**config.mk**
```make
export PLATFORM = sky130hd
export DESIGN_NAME = xalu_arb_flat
export DESIGN_NICKNAME = d
export VERILOG_FILES = /design/src/rtl/xalu_arb_if.sv /design/src/rtl/xalu_arb.sv /design/src/flat_wrapper.sv
export SDC_FILE = /design/constraint.sdc
export NUM_CORES = 1
export LEC_CHECK = 0
export CAP_MARGIN = 20
export CORE_AREA = 3 3 162 164
export CTS_BUF_LIST = sky130_fd_sc_hd__clkbuf_8
export DETAILED_ROUTE_END_ITERATION = 8
export DIE_AREA = 0 0 165 167
export DONT_BUFFER_PORTS = 1
export GPL_ROUTABILITY_DRIVEN = 0
export HOLD_SLACK_MARGIN = 0.08
export PLACE_DENSITY = 0.41
export SYNTH_ARGS = -nofsm -noshare
export SYNTH_HDL_FRONTEND = slang
export SYNTH_SLANG_ARGS = --single-unit
```
**constraint.sdc**
```tcl
create_clock -name clk -period 2.93 [get_ports clk]
set_input_delay 0.586 -clock clk [delete_from_list [all_inputs] [get_ports clk]]
set_output_delay 0.586 -clock clk [all_outputs]
set_load 0.05 [all_outputs]
```
**src/rtl/xalu_arb_if.sv**
```systemverilog
`default_nettype none
// ============================================================================
// Module      : xalu_arb_if
// Description : Bundle of requester-side handshake, ALU-side and response
//               signals for the xalu_arb round-robin ALU arbiter.
//               slave  : arbiter view (drives ready, ALU inputs, responses)
//               master : requester/ALU environment view
//               Requester i occupies slice [i*W +: W] of each packed field.
// Revision    : 1.0  initial release
// ============================================================================
interface xalu_arb_if #(
  parameter int N_REQ  = 4,
  parameter int DATA_W = 32,
  parameter int FNS_W  = 4
);
  logic [N_REQ-1:0]        req_valid;
  logic [N_REQ-1:0]        req_ready;
  logic [N_REQ*FNS_W-1:0]  req_fns;
  logic [N_REQ*DATA_W-1:0] req_op_a;
  logic [N_REQ*DATA_W-1:0] req_op_b;
  logic [DATA_W-1:0]       alu_op_a;
  logic [DATA_W-1:0]       alu_op_b;
  logic [FNS_W-1:0]        alu_fns;
  logic [DATA_W-1:0]       alu_result;
  logic [N_REQ-1:0]        rsp_valid;
  logic [DATA_W-1:0]       rsp_data;
  logic                    idle;

  modport slave (
    input  req_valid, req_fns, req_op_a, req_op_b, alu_result,
    output req_ready, alu_op_a, alu_op_b, alu_fns, rsp_valid, rsp_data, idle
  );

  modport master (
    output req_valid, req_fns, req_op_a, req_op_b, alu_result,
    input  req_ready, alu_op_a, alu_op_b, alu_fns, rsp_valid, rsp_data, idle
  );
endinterface
`default_nettype wire

```
**src/rtl/xalu_arb.sv**
```systemverilog
`default_nettype none
// ============================================================================
// Module      : xalu_arb
// Description : Round-robin arbiter sharing one two-cycle xalu among N_REQ
//               requesters. Grants at most one request per cycle, muxes its
//               operands onto the ALU, registers the function code so it
//               lines up with the ALU's operand registers, and returns each
//               result two cycles later with a one-hot response strobe.
// Ports       : clk, rst  - clock, synchronous active-high reset
//               bus        - xalu_arb_if.slave (requests, ALU, responses, idle)
// Revision    : 1.0  initial release
// ============================================================================
module xalu_arb #(
  parameter int N_REQ  = 4,
  parameter int DATA_W = 32,
  parameter int FNS_W  = 4,
  parameter int BURST  = 4
) (
  input wire        clk,
  input wire        rst,
  xalu_arb_if.slave bus
);

  localparam int          c_id_w      = $clog2(N_REQ);
  localparam int          c_cnt_w     = (BURST > 1) ? $clog2(BURST) : 1;
  localparam logic [31:0] c_burst_max = 32'(BURST - 1);

  logic [c_id_w-1:0]  r_owner;
  logic [c_cnt_w-1:0] r_burst_cnt;
  logic               r_granted_last;
  logic [FNS_W-1:0]   r_fns;
  logic               r_tag1_v, r_tag2_v;
  logic [N_REQ-1:0]   r_tag1_id, r_tag2_id;

  logic               w_hold;
  logic               w_found;
  logic [c_id_w-1:0]  w_grant_id;
  logic [N_REQ-1:0]   w_grant;

  // Owner keeps the grant while its burst budget lasts; otherwise search
  // starts just after the owner and visits the owner itself last.
  always_comb begin
    int v_idx;
    v_idx      = 0;
    w_hold     = bus.req_valid[r_owner] && r_granted_last &&
                 (32'(r_burst_cnt) < c_burst_max);
    w_found    = w_hold;
    w_grant_id = r_owner;
    if (!w_hold) begin
      for (int k = 1; k <= N_REQ; k++) begin
        v_idx = int'(r_owner) + k;
        if (v_idx >= N_REQ) v_idx = v_idx - N_REQ;
        if (!w_found && bus.req_valid[v_idx]) begin
          w_found    = 1'b1;
          w_grant_id = c_id_w'(v_idx);
        end
      end
    end
    w_grant = w_found ? (N_REQ'(1) << w_grant_id) : '0;
  end

  assign bus.req_ready = w_grant;
  assign bus.alu_op_a  = w_found ? bus.req_op_a[w_grant_id*DATA_W +: DATA_W] : '0;
  assign bus.alu_op_b  = w_found ? bus.req_op_b[w_grant_id*DATA_W +: DATA_W] : '0;
  assign bus.alu_fns   = r_fns;

  always_ff @(posedge clk) begin
    if (rst) begin
      r_owner        <= c_id_w'(N_REQ - 1);
      r_burst_cnt    <= '0;
      r_granted_last <= 1'b0;
      r_fns          <= '0;
      r_tag1_v       <= 1'b0;
      r_tag1_id      <= '0;
      r_tag2_v       <= 1'b0;
      r_tag2_id      <= '0;
    end else begin
      r_tag1_v  <= w_found;
      r_tag1_id <= w_grant;
      r_tag2_v  <= r_tag1_v;
      r_tag2_id <= r_tag1_id;
      if (w_found) begin
        r_fns          <= bus.req_fns[w_grant_id*FNS_W +: FNS_W];
        r_owner        <= w_grant_id;
        r_granted_last <= 1'b1;
        if (w_grant_id == r_owner && r_granted_last) begin
          // Saturate: once the budget is spent the hold rule is off anyway.
          if (32'(r_burst_cnt) < c_burst_max)
            r_burst_cnt <= r_burst_cnt + c_cnt_w'(1);
        end else begin
          r_burst_cnt <= '0;
        end
      end else begin
        r_burst_cnt    <= '0;
        r_granted_last <= 1'b0;
      end
    end
  end

  // Masked by rst so nothing in flight leaks out while reset is held.
  assign bus.rsp_valid = (r_tag2_v && !rst) ? r_tag2_id : '0;
  assign bus.rsp_data  = bus.alu_result;
  assign bus.idle      = !(|bus.req_valid) && !r_tag1_v && !r_tag2_v;

endmodule
`default_nettype wire
```
**src/flat_wrapper.sv**
```systemverilog
// flat-port wrapper written by rule: the top's interface ports become plain ports
module xalu_arb_flat 
#(
  parameter int N_REQ  = 4,
  parameter int DATA_W = 32,
  parameter int FNS_W  = 4,
  parameter int BURST  = 4
)
  (clk, rst, bus_req_valid, bus_req_fns, bus_req_op_a, bus_req_op_b, bus_alu_result, bus_req_ready, bus_alu_op_a, bus_alu_op_b, bus_alu_fns, bus_rsp_valid, bus_rsp_data, bus_idle);
  xalu_arb_if #(.N_REQ(N_REQ), .DATA_W(DATA_W), .FNS_W(FNS_W)) bus_i ();
  input wire clk;
  input wire rst;
  input wire logic [$bits(bus_i.req_valid)-1:0] bus_req_valid;
  input wire logic [$bits(bus_i.req_fns)-1:0] bus_req_fns;
  input wire logic [$bits(bus_i.req_op_a)-1:0] bus_req_op_a;
  input wire logic [$bits(bus_i.req_op_b)-1:0] bus_req_op_b;
  input wire logic [$bits(bus_i.alu_result)-1:0] bus_alu_result;
  output wire logic [$bits(bus_i.req_ready)-1:0] bus_req_ready;
  output wire logic [$bits(bus_i.alu_op_a)-1:0] bus_alu_op_a;
  output wire logic [$bits(bus_i.alu_op_b)-1:0] bus_alu_op_b;
  output wire logic [$bits(bus_i.alu_fns)-1:0] bus_alu_fns;
  output wire logic [$bits(bus_i.rsp_valid)-1:0] bus_rsp_valid;
  output wire logic [$bits(bus_i.rsp_data)-1:0] bus_rsp_data;
  output wire logic [$bits(bus_i.idle)-1:0] bus_idle;
  assign bus_i.req_valid = bus_req_valid;
  assign bus_i.req_fns = bus_req_fns;
  assign bus_i.req_op_a = bus_req_op_a;
  assign bus_i.req_op_b = bus_req_op_b;
  assign bus_i.alu_result = bus_alu_result;
  assign bus_req_ready = bus_i.req_ready;
  assign bus_alu_op_a = bus_i.alu_op_a;
  assign bus_alu_op_b = bus_i.alu_op_b;
  assign bus_alu_fns = bus_i.alu_fns;
  assign bus_rsp_valid = bus_i.rsp_valid;
  assign bus_rsp_data = bus_i.rsp_data;
  assign bus_idle = bus_i.idle;
  xalu_arb #(.N_REQ(N_REQ), .DATA_W(DATA_W), .FNS_W(FNS_W), .BURST(BURST)) u_core (.clk(clk), .rst(rst), .bus(bus_i));
endmodule
```
Word level (Yosys, flattened, before mapping)
Index checks and enable logic that the tools add are counted.
{"block": "op_classes", "reduce_logical": 20, "bitwise": 2, "n_eq_ne": 1, "shifts": 4, "n_lt_le_gt_ge": 10, "muxes": 40, "addsub": 9}
{"cell": "$mux W32", "n": 10}
{"cell": "$shiftx A128 B8 Y32", "n": 2}
{"cell": "$ge A32 B4 Y1 const B", "n": 4}
{"cell": "$lt A32 B4 Y1 const B", "n": 4}
{"cell": "$sub A32 B4 Y32 const B", "n": 4}
{"cell": "$mux W1", "n": 18}
{"cell": "$shiftx A16 B5 Y4", "n": 1}
{"cell": "$bmux W1 S2", "n": 5}
{"cell": "$logic_and A1 B1 Y1", "n": 10}
{"cell": "$mux W2", "n": 5}
{"cell": "$logic_not A1 Y1", "n": 8}
{"cell": "$mux W4", "n": 2}
{"cell": "$add A2 B2 Y3 const B", "n": 2}
{"cell": "$add A2 B3 Y4 const B", "n": 1}
{"cell": "$reduce_or A4 Y1", "n": 1}
{"cell": "$shl A1 B2 Y4 const A", "n": 1}
{"cell": "$add A2 B1 Y3 const B", "n": 1}
{"cell": "$lt A2 B3 Y1 const B", "n": 1}
{"cell": "$reduce_or A3 Y1", "n": 1}
{"cell": "$add A2 B1 Y2 const B", "n": 1}
{"cell": "$eq A2 B2 Y1", "n": 1}
{"cell": "$lt A2 B2 Y1 const B", "n": 1}
{"cell": "$not A1 Y1", "n": 2}
{"block": "word_totals", "out_inout_bits": 109, "input_bits": 310, "regBits": 19}

Depth between registers and ports, before layout
{"block": "depth", "word_depth": 27, "ltp_mapped": 10, "mapped_depth_nobuf": 7}

Least setup slack after synthesis
OpenSTA, ideal clock, no wires.
{"block": "synth_path", "path_type": "input -> output", "startpoint": "input bus_req_valid[1]", "endpoint": "output bus_req_ready[0]", "slack_ns": -0.208, "t_arrival_ns": 2.552, "n_path_buf": 2, "cell_stages": 7, "cell_sequence": "buf_2 -> mux2_4 -> a221o_1 -> a32oi_4 -> buf_6 -> nand2b_1 -> nor2_1"}
{"block": "synth_via", "elab_chain_cells": 22}
{"item": "start, declared", "line": "flat_wrapper.sv:13", "rtl": "input wire logic [$bits(bus_i.req_valid)-1:0] bus_req_valid;"}
{"item": "$bmux W1 S2", "line": "xalu_arb.sv:45", "rtl": "w_hold = bus.req_valid[r_owner] && r_granted_last &&"}
{"item": "$mux W1 (implied by the code)", "line": "xalu_arb.sv:45"}
{"item": "$logic_and A1 B1 Y1 (2 in a row)", "line": "xalu_arb.sv:45"}
{"item": "$logic_not A1 Y1"}
{"item": "$logic_and A1 B1 Y1", "line": "xalu_arb.sv:53", "rtl": "if (!w_found && bus.req_valid[v_idx]) begin"}
{"item": "$mux W1", "line": "xalu_arb.sv:53"}
{"item": "$mux W1", "line": "xalu_arb.sv:49", "rtl": "if (!w_hold) begin"}
{"item": "$logic_not A1 Y1", "line": "xalu_arb.sv:53"}
{"item": "[... 5 more ...]"}
{"item": "$mux W1", "line": "xalu_arb.sv:53"}
{"item": "$mux W1", "line": "xalu_arb.sv:49"}
{"item": "$logic_not A1 Y1", "line": "xalu_arb.sv:53"}
{"item": "$logic_and A1 B1 Y1", "line": "xalu_arb.sv:53"}
{"item": "$mux W2", "line": "xalu_arb.sv:53"}
{"item": "$mux W2", "line": "xalu_arb.sv:49"}
{"item": "$shl A1 B2 Y4", "line": "xalu_arb.sv:59", "rtl": "w_grant = w_found ? (N_REQ'(1) << w_grant_id) : '0;"}
{"item": "$mux W4 *", "line": "xalu_arb.sv:59"}
{"item": "end, declared", "line": "flat_wrapper.sv:18", "rtl": "output wire logic [$bits(bus_i.req_ready)-1:0] bus_req_ready;"}
Every way passes the cells marked *; elsewhere a longest branch is shown, timed or not. The select of a mux whose other input is x is not followed.

Worst setup path in the final report
{"block": "layout_path", "startpoint": "register u_core.r_owner[1]", "endpoint": "output bus_alu_op_b[28]"}
{"block": "layout_via", "elab_chain_cells": 24}
{"item": "start, declared", "line": "xalu_arb.sv:28", "rtl": "logic [c_id_w-1:0] r_owner;"}
{"item": "start signal, assigned", "line": "xalu_arb.sv:69", "rtl": "r_owner <= c_id_w'(N_REQ - 1);"}
{"item": "start signal, assigned", "line": "xalu_arb.sv:84", "rtl": "r_owner <= w_grant_id;"}
{"item": "$add A2 B1 Y3", "line": "xalu_arb.sv:51", "rtl": "v_idx = int'(r_owner) + k;"}
{"item": "$sub A32 B4 Y32 / $ge A32 B4 Y1 (equally long branches)", "line": "xalu_arb.sv:52", "rtl": "if (v_idx >= N_REQ) v_idx = v_idx - N_REQ;"}
{"item": "$mux W32", "line": "xalu_arb.sv:52"}
{"item": "$mux W32", "line": "xalu_arb.sv:49"}
{"item": "$bmux W1 S2", "line": "xalu_arb.sv:53"}
{"item": "$mux W1 (implied by the code) (2 in a row)", "line": "xalu_arb.sv:53"}
{"item": "$logic_and A1 B1 Y1", "line": "xalu_arb.sv:53"}
{"item": "$mux W1", "line": "xalu_arb.sv:53"}
{"item": "[... 7 more ...]"}
{"item": "$mux W1", "line": "xalu_arb.sv:53"}
{"item": "$mux W1", "line": "xalu_arb.sv:49"}
{"item": "$logic_not A1 Y1", "line": "xalu_arb.sv:53"}
{"item": "$logic_and A1 B1 Y1", "line": "xalu_arb.sv:53"}
{"item": "$mux W2", "line": "xalu_arb.sv:53"}
{"item": "$mux W2", "line": "xalu_arb.sv:49"}
{"item": "$shiftx A128 B8 Y32", "line": "xalu_arb.sv:64", "rtl": "assign bus.alu_op_b = w_found ? bus.req_op_b[w_grant_id*DATA_W +: DATA_W] : '0;"}
{"item": "$mux W32 *", "line": "xalu_arb.sv:64"}
{"item": "end, declared", "line": "flat_wrapper.sv:20", "rtl": "output wire logic [$bits(bus_i.alu_op_b)-1:0] bus_alu_op_b;"}
Marked as above.

==> metrics.yaml <==
cp.depth: 9
setup.worst_path.end: "bus_alu_op_b[28]"
detail_route.vias_per_cell: 6.73
cp_slowest_cell: "dfxtp_4"
multi_input_area_mm2: 0.00605
vdd_ir_max_uv: 520
floorplan.core_area_mm2: 0.0250
synth_top_area_share_pct: 23.9
globalRoute.totalOverflow: 0
first_global_vias: 8371
worstPathMaxFanout: 15
postSynthCellCount: 1017
synthToLayoutAreaGrowth_pct: 48.4
start_kind: "flip-flop"
initial_core_util_pct: 27.2
nets: 1335
postSynthRegisterBits: 18
antenna_cells_inserted: 0
syn_area_per_cell_um2: 6.70
die_w_um: 165
r2r-end: "u_core.bus.alu_fns[0]"
drtPass1Iterations: 8
timing.max_cap.violations: 0
cellInternalPower_mw: 3.99
syn_area_mm2: 0.00681
die_h_um: 167
cts_buffer_depth: 2
layout.cells.most_common_list: "nand4_1, nand3b_1, nand3_1, o211ai_1, buf_12"
netlist_top_cells_area: "nand4_1, nand3b_1, o211ai_1"
report.final.setup_viol: 66
ff_latch_area_um2: 367
floorplan.io_pins: 419
numCtsBuffers: 3
worst_case_register_to_register_setup_slack_ns: 0.35
placement.io_buffers: 0
clockPowerShare_pct: 2.4
skew_ns: 0.00198
post-dp-hpwl_um: 22000
n_fill_cell: 2524
fp.dieArea_mm2: 0.0276
synth.net_count: 1328
endpoint_kind: "primary output"
tightestPinTransition_ns: 0.904
worst-r2r-cell-count: 10
finalHoldViolations: 0
cp_common_cell: "buf_12"
power_frac_seq_pct: 4.4
drive_above_1_share_pct: 30.1
crit_path_max_incr_delay_ns: 0.44
max_fclk_mhz: 313
grt_start_max_net_pins: 106
antenna_left: 0
post_dp_cell_area_mm2: 0.00846
criticalPathCategory: "reg -> out"
run_status: "finished with violations"
worst_skew_pair.late_latency_ns: 0.25
synth-seq-area-share_pct: 5.29
drc: 1
post-synth-top-area-cell: "nand4_1"
power_per_cell_area_mw_per_mm2: 839
required_ns: 2.34
antenna_found_initial: 1
placement_rows: 58
final_common_cell: "nand4_1"
failed_checks: "design-rule violations, negative setup slack"
yosys_warnings: 0
num_vias: 9111
period_minus_slack_ns: 3.20
power.switching_mw: 4.50
first_pass_grt_wire_length_um: 48800
power_switching_share_pct: 53.0
startpoint: "u_core.r_owner[1]"
cts_tree: "done"
post-route-cell-area_mm2: 0.0101
ctsHtreeMaxLevel: 1
crit_chain: "mux2_4, a221oi_4, a211oi_4, buf_12, buf_16, o211ai_1, nand4_1, a22o_2, buf_12"
hold_path.class: "in -> reg"
post-route-period-util_pct: 109
worstReg2RegStart: "u_core.r_owner[1]"
arrival_ns: 2.61
cts.clk_slew.worst_paths_ns: 0.07
max_slew_margin_pct: 39.7
totalWireLength_um: 34600
clock_tree.root_cell: "clkbuf_8"
fin_ws_ns: -0.266
wl_per_cell_um: 25.6
timing.final.max_slew_violations: 0
critPathBufInv: 3
tritoncts_num_sinks: 18
rsz_0062_raised_after_global_routing: "true"
final.hold.worst_slack_ns: 0.394
grt_use_total_pct: 21.8
number_of_library_cell_types_mapped_by_synthesis: 47
critical_path.top_delay_family: "compound AO/OA/AOI/OAI gates"
power.static_leakage_nw: 3.54
dr.first_iter.drc_count: 716
p_comb_share_pct: 93.2
[synthesized netlist by cell type (all sizes together)]
| master | n |
|---|---|
| or3 | 1 |
| mux2i | 8 |
| xor2 | 1 |
| inv | 3 |
| nor2 | 7 |
| nand3b | 132 |
| nand2 | 7 |
| buf | 92 |
| nor4 | 1 |
| nor3 | 6 |
| and2 | 5 |
| clkbuf | 104 |
| o22ai | 1 |
| o21a | 1 |
| nor3b | 2 |
| nand4 | 260 |
| o2111ai | 1 |
| a211o | 2 |
| a21oi | 5 |
| a221oi | 1 |
| ha | 1 |
| and2b | 1 |
| o211ai | 128 |
| a21bo | 1 |
| a32oi | 1 |
| a221o | 1 |
| o21ai | 2 |
| dfxtp | 18 |
| mux2 | 7 |
| or2 | 2 |
| a22o | 64 |
| nand3 | 130 |
| o22a | 1 |
| a211oi | 2 |
| nor2b | 8 |
| nand2b | 5 |
| a21o | 1 |
| o311ai | 4 |
[registers in the layout, indices dropped and copies added, names as in the netlist]
| register | count |
|---|---|
| u_core.bus.alu_fns | 4 |
| u_core.r_tag1_id | 4 |
| u_core.r_tag2_id | 4 |
| u_core.r_burst_cnt | 2 |
| u_core.r_owner | 2 |
| u_core.r_tag1_v | 1 |
| u_core.r_tag2_v | 1 |
[how the worst min path moves through the flow]
stage	start	endpoint	slack (ns)	cells past startpoint
2_1_floorplan	u_core.r_tag1_id[0]	u_core.r_tag2_id[0]	0.41	1
3_3_place_gp	u_core.r_tag1_id[0]	u_core.r_tag2_id[0]	0.42	1
3_5_place_dp	u_core.r_tag1_id[2]	u_core.r_tag2_id[2]	0.42	1
4_1_cts	rst	u_core.r_tag2_id[2]	0.39	1
5_1_grt	rst	u_core.r_tag2_id[0]	0.38	1
6_report	rst	u_core.r_tag2_id[2]	0.39	1
[cells by family after synthesis]
family,Yosys count,synth area share [%]
DFF,18,5.29
adders and majority gates,1,0.184
AOI/OAI and AO/OA,216,25.6
and+or+nand+nor,567,51.8
muxes,15,2.44
xor gates and xnor gates,1,0.129
buffers and inverters,199,14.6
[cell type report]
cell class,instances,area share [%]
clock buffers,4,0.545
flip-flops and latches,18,3.63
repair buffers,196,31.8
inverters,3,0.111
multi-input cells,802,59.8
well taps,330,4.09
[per-stage QoR]
stage | setup WS [ns] | cells | total power [mW] | setup TNS, ns | utilization (%)
after global routing | -0.341 | 1353 | 8.88 | -17.23 | 40.4
final | -0.266 | 1353 | 8.48 | -11.19 | 40.4
after detailed placement | -0.104 | 1296 | 7.03 | -2.40 | 33.8
after floorplan | -0.208 | 1017 | 4.76 | -0.416 | -
after CTS | -0.256 | 1323 | 7.94 | -13.17 | 37.4
after global placement | -0.121 | 1296 | 6.99 | -1.79 | 33.8
[power groups by stage]
stage	Sequential [mW]	Combinational, mW	Clock [mW]
2_1_floorplan	0.354	4.41	0
3_5_place_dp	0.375	6.65	0
5_1_grt	0.377	8.29	0.218
4_1_cts	0.371	7.36	0.210
6_report	0.372	7.91	0.203
3_3_place_gp	0.375	6.62	0
[per-layer routing]
layer  GRT usage, %  vias up  part of all wire, %
met1           26.4     4406                   38
met3           5.92       70                   10
li1               -     4170                    -
met5              0        -                    0
met2           37.7      465                   49
met4           5.58        0                  2.9
[worst register-to-register path: stages (launching register included)]
cell and delay, ns:
dfxtp_4 0.44, mux2_4 0.35, a221oi_4 0.32, buf_4 0.17, a211o_4 0.16, buf_12 0.15, nand3_4 0.10, and2_4 0.21
buf_4 0.13, buf_4 0.15, o311ai_1 0.30
[timing repair]
item / CTS / global route
resized for setup: 58 / 65
endpoints found under the hold margin: 0 / 0
setup endpoints to repair: 68 / 68
pin swaps: 75 / 77
gates cloned: 17 / 14
hold buffers: 0 / 0
setup buffers: 6 / 17
Power figures use the tool's default switching activity.
